===== config.mk =====
export PLATFORM = sky130hd
export DESIGN_NAME = packet_tx_framer
export DESIGN_NICKNAME = d
export VERILOG_FILES = /design/src/rtl/packet_tx_framer.sv
export SDC_FILE = /design/constraint.sdc
export NUM_CORES = 1
export LEC_CHECK = 0
export CAP_MARGIN = 10
export CORE_ASPECT_RATIO = 0.6
export CORE_MARGIN = 2
export CORE_UTILIZATION = 55
export CTS_CLUSTER_DIAMETER = 100
export DETAILED_ROUTE_END_ITERATION = 10
export GPL_ROUTABILITY_DRIVEN = 0
export GPL_TIMING_DRIVEN = 0
export PLACE_DENSITY = 0.95
export SYNTH_ARGS = -nofsm -noshare
export SYNTH_HDL_FRONTEND = slang
export SYNTH_SLANG_ARGS = --single-unit

===== constraint.sdc =====
create_clock -name ipClk -period 3.7 [get_ports ipClk]
set_input_delay 0.37 -clock ipClk [delete_from_list [all_inputs] [get_ports ipClk]]
set_output_delay 0.37 -clock ipClk [all_outputs]
set_load 0.02 [all_outputs]

===== src/rtl/packet_tx_framer.sv =====
// rtl/packet_tx_framer.sv - frames upstream packet beats into a sync/header/payload UART byte stream
// Optional feature: define PACKET_CHECKSUM_EN to append a mod-256 checksum byte to every frame.
package packet_tx_framer_pkg;
  typedef struct packed {
    logic [7:0] Source;
    logic [7:0] Destination;
    logic [7:0] Length;
    logic [7:0] Data;
    logic       SoP;
    logic       EoP;
    logic       Valid;
  } UART_PACKET;
endpackage

module packet_tx_framer
  import packet_tx_framer_pkg::*;
#(
  parameter logic [7:0] SYNC_BYTE = 8'h55
) (
  input  logic       ipClk,
  input  logic       ipReset,
  input  UART_PACKET ipTxStream,
  output logic       opTxReady,
  output logic [7:0] opUartData,
  output logic       opUartValid,
  input  logic       ipUartReady
);

`ifdef PACKET_CHECKSUM_EN
  typedef enum logic [2:0] {IDLE, SYNC, DEST, SRC, LEN, PAYLOAD, DROP, CSUM} tState;
`else
  typedef enum logic [2:0] {IDLE, SYNC, DEST, SRC, LEN, PAYLOAD, DROP} tState;
`endif

  tState      state;
  tState      nextState;
  tState      endState;
  logic [7:0] destReg;
  logic [7:0] srcReg;
  logic [7:0] lenReg;
  logic [7:0] dataReg;
  logic [7:0] count;
  logic       dataFull;
  logic       eopSeen;
  logic       readyEn;
  logic       txReadyRaw;
  logic       beatFire;
  logic       uartFire;
`ifdef PACKET_CHECKSUM_EN
  logic [7:0] sumReg;
`endif

  // readyEn keeps opTxReady low until the first edge after reset is released
  always_comb begin
    txReadyRaw = 1'b0;
    case (state)
      IDLE:    txReadyRaw = 1'b1;
      DROP:    txReadyRaw = 1'b1;
      PAYLOAD: txReadyRaw = !eopSeen && (!dataFull || (ipUartReady && count > 8'd1));
      default: txReadyRaw = 1'b0;
    endcase
  end

  assign opTxReady = readyEn && txReadyRaw;
  assign beatFire  = ipTxStream.Valid && opTxReady;
  assign uartFire  = opUartValid && ipUartReady;

  always_comb begin
`ifdef PACKET_CHECKSUM_EN
    endState = CSUM;
`else
    endState = eopSeen ? IDLE : DROP;
`endif
  end

  always_comb begin
    nextState   = state;
    opUartValid = 1'b0;
    opUartData  = 8'h00;
    case (state)
      IDLE: if (beatFire && ipTxStream.SoP) nextState = SYNC;
      SYNC: begin
        opUartValid = 1'b1;
        opUartData  = SYNC_BYTE;
        if (ipUartReady) nextState = DEST;
      end
      DEST: begin
        opUartValid = 1'b1;
        opUartData  = destReg;
        if (ipUartReady) nextState = SRC;
      end
      SRC: begin
        opUartValid = 1'b1;
        opUartData  = srcReg;
        if (ipUartReady) nextState = LEN;
      end
      LEN: begin
        opUartValid = 1'b1;
        opUartData  = lenReg;
        if (ipUartReady) nextState = (lenReg == 8'd0) ? endState : PAYLOAD;
      end
      // once EoP has been taken, any shortfall in the payload is padded with zeros
      PAYLOAD: begin
        opUartValid = dataFull || eopSeen;
        opUartData  = dataFull ? dataReg : 8'h00;
        if (opUartValid && ipUartReady && count == 8'd1) nextState = endState;
      end
      DROP: if (beatFire && ipTxStream.EoP) nextState = IDLE;
`ifdef PACKET_CHECKSUM_EN
      CSUM: begin
        opUartValid = 1'b1;
        opUartData  = sumReg;
        if (ipUartReady) nextState = eopSeen ? IDLE : DROP;
      end
`endif
      default: nextState = IDLE;
    endcase
  end

  always_ff @(posedge ipClk or posedge ipReset) begin
    if (ipReset) begin
      state    <= IDLE;
      readyEn  <= 1'b0;
      destReg  <= 8'h00;
      srcReg   <= 8'h00;
      lenReg   <= 8'h00;
      dataReg  <= 8'h00;
      count    <= 8'h00;
      dataFull <= 1'b0;
      eopSeen  <= 1'b0;
    end else begin
      state   <= nextState;
      readyEn <= 1'b1;
      if (state == IDLE && beatFire && ipTxStream.SoP) begin
        destReg  <= ipTxStream.Destination;
        srcReg   <= ipTxStream.Source;
        lenReg   <= ipTxStream.Length;
        dataReg  <= ipTxStream.Data;
        count    <= ipTxStream.Length;
        dataFull <= (ipTxStream.Length != 8'd0);
        eopSeen  <= ipTxStream.EoP;
      end else if (state == PAYLOAD) begin
        if (uartFire) count <= count - 8'd1;
        if (beatFire) begin
          dataReg  <= ipTxStream.Data;
          dataFull <= 1'b1;
          eopSeen  <= ipTxStream.EoP;
        end else if (uartFire) begin
          dataFull <= 1'b0;
        end
      end
    end
  end

`ifdef PACKET_CHECKSUM_EN
  always_ff @(posedge ipClk or posedge ipReset) begin
    if (ipReset) begin
      sumReg <= 8'h00;
    end else if (state == IDLE && beatFire && ipTxStream.SoP) begin
      sumReg <= ipTxStream.Destination + ipTxStream.Source + ipTxStream.Length;
    end else if (state == PAYLOAD && uartFire) begin
      sumReg <= sumReg + opUartData;
    end
  end
`endif

endmodule


==> out/summary.txt <==
Status -> completed
P_leak -> 0.001391 uW
# diodes -> 0
Final Hold Fails -> 0
H-tree depth -> 2
Gr usage total -> 27.73%
Area after DPL -> 2993 sq um
CP endpoint kind -> output pin
Vias in the first global route -> 2249
Most common cell after layout, fill and taps aside -> nand2_1
RSZ-0062 raised after global routing -> no
Yosys warning count -> 0
Overall power -> 2483 uW
Syn Nets -> 312
Die Footprint -> 4978 sq um
Synth cell types -> 50
Crit path cell chain -> buf_2 > buf_1 > clkbuf_1 > a22oi_1 > o22ai_1 > clkdlybuf4s50_1
Synth Instances -> 272
Clock skew -> 5.967 ps
Root Buffer -> clkbuf_8
Max FO, Critical Path -> 10
CP Launch Point -> state[0]
DR vias/cell -> 5.995
CTS Sinks -> 46
Resized Gates After CTS -> 0
Io pins -> 48
Register-to-Register Path Depth -> 7
Final setup fails -> 0
Worst VDD drop -> 406.8 uV
Syn Area/Cell -> 8.924 sq um
Max stage delay on crit path -> 650 ps
Wire per inst -> 16.95 microns
Clk pwr share -> 15.3%
Final setup TNS -> 0 ps
Flop pwr share -> 37.3%
Flop and latch count out of synthesis -> 46
Crit-path slowest cell -> clkdlybuf4s50_1
Worst endpoint required time -> 3330 ps
CTS Buf Count -> 5
Largest net degree at the start of global routing -> 32
Relative slew margins -> 57.99%
Share of cells above drive strength 1 -> 9.451%
FP Rows -> 18
RR Startpoint -> state[2]
DRC -> 0
Port-buffer cells -> 47
Synth Cell Area -> 2427 sq um
TritonCTS clock tree -> done
First-pass GRT wire length -> 10900 microns
Reg2reg setup slack -> 1310 ps
Initial DRT Pass Iterations -> 5
Reg-to-Reg End -> lenReg[0]
Seq/Total Area, Yosys -> 47.42%
Arr. time, crit path -> 2830 ps
Critical path class -> flip-flop to output pin
Count of final max-slew check failures -> 0
Tightest Pin Transition -> 628.9 ps
# Post-CTS Setup Buffers -> 0
Max Cap Viol -> 0
Gate power share -> 47.3%
Internal Power -> 1453 uW
NumNets Final -> 367
Iter 0 DRT Violations -> 211
Sw Ratio -> 41.48%
Most frequent cells in the layout -> nand2_1, clkdlybuf4s50_1, dfrtp_1, nor2_1
Achievable Freq -> 312.5 MHz
Initial core utilization -> 58.26%
Final WL -> 6576 microns
Worst-path clk slew -> 90 ps
Total grt overflow -> 0
Placeable Area -> 4167 sq um
Crit start category -> flip-flop
Syn-to-layout area delta -> 27.94%
CTS Buffer Depth -> 2
Worst-skew pair later-pin latency -> 310 ps
Post-route antenna net violation count -> 0
Pwr per Cell Area -> 799.6 nW/um^2
Vias -> 2326
Net switching power -> 1030 uW
Crit share post-route -> 86.49%
Die Span Y -> 55.46 microns
Die width -> 89.77 microns
Min Tclk post-route -> 3200 ps
Fin area -> 3105 sq um
CTS Hold Buffers Added -> 0
DP HPWL -> 4953 microns
Initial antenna violation count -> 0
Tightest Hold Check Type -> input port to async pin
## area by class of cell
cell class                 instances  area (sq um)
fill                             305          1061
multi-input combinational        205          1177
inverter                           6         22.52
buffer                            15         76.32
sequential                        46          1151
tap                               60         75.07
timing repair buffer              48         490.5
clock buffer                       5         68.82
clock inverter                     3         43.79
## power by group through the flow
stage	sequential [uW]	combinational, uW	clock (uW)
floorplan	867	793	0
global placement	905	1100	0
detailed placement	926	1150	0
CTS	917	1160	383
global route	951	1280	414
finish	927	1180	381
## flip-flops by register name, summed over array words and instances, names as in the netlist
| signal | cells |
|---|---|
| count | 8 |
| dataFull | 1 |
| dataReg | 8 |
| destReg | 8 |
| eopSeen | 1 |
| lenReg | 8 |
| readyEn | 1 |
| srcReg | 8 |
| state | 3 |
## cell families after synthesis
logic type / share of synthesized area [%]
simple gates: 26.03
compound gates: 14.74
flops: 47.42
buf+inv: 4.072
mux: 5.825
fa+ha+maj: 1.031
xor+xnor: 0.7218
other cells: 0.1545
## metrics by stage
stage               hold slack [ps]  setup WS [ps]  std cells  utilization (%)
floorplan                     445.0           1642        272                -
global placement              457.6          888.9        379            71.35
detailed placement            463.6          885.0        380            71.83
CTS                           355.0          572.4        388            74.53
global route                  372.6          348.9        388            74.53
finish                        350.3          499.8        388            74.53
## how the worst max path moves through the flow
stage / endpoint / slack, ps / cells after the start
2_1_floorplan: dataReg[0] / 1640 / 6
3_3_place_gp: opTxReady / 890 / 6
3_5_place_dp: opTxReady / 890 / 6
4_1_cts: opUartData[0] / 570 / 6
5_1_grt: opUartData[4] / 350 / 6
6_report: opUartData[0] / 500 / 6
## critical path: cells and delay by family (launching register included)
family | cells | cell delay [ps]
flip-flops | 1 | 320
buffers and inverters | 4 | 1810
AO/OA/AOI/OAI | 2 | 400
## Yosys cell counts (all sizes together)
cell     number  share of area (%)
a21o          1               0.31
a221o         5                2.1
a31oi         3               0.77
and2          2               0.57
o21ai         4               0.82
nand4         2                1.1
o31a          1               0.41
a211oi        1               0.31
or2           1               0.26
a211o         1               0.36
o211ai        4                1.4
inv           6               0.93
nand4b        2               0.72
mux2i         4                1.6
clkbuf       11                2.2
ha            2                1.0
a22oi         8                2.5
or4           3                1.0
and3          1               0.26
a21boi        1               0.31
a2bb2oi       1               0.36
nor2b         1               0.26
o21bai        1               0.31
mux2          9                4.2
nor4bb        1               0.41
dfrtp        46                 47
nor4b         1               0.36
nor4          5                1.9
conb          1               0.15
or3           1               0.26
o22ai         6                1.5
xor2          2               0.72
a21oi         7                1.4
nor3          6                1.2
nand3         6                1.2
o311ai        3                1.1
nor2         14                2.2
nand2        92                 14
buf           4               0.98
o41ai         1               0.36
o22a          1               0.36
## per-layer routing
metal	wire (microns)	track usage [%]
met5	0	0
met4	140	8.352
met3	770	8.595
met2	2841	42.64
met1	2823	38.17
Power figures use the tool's default switching activity.
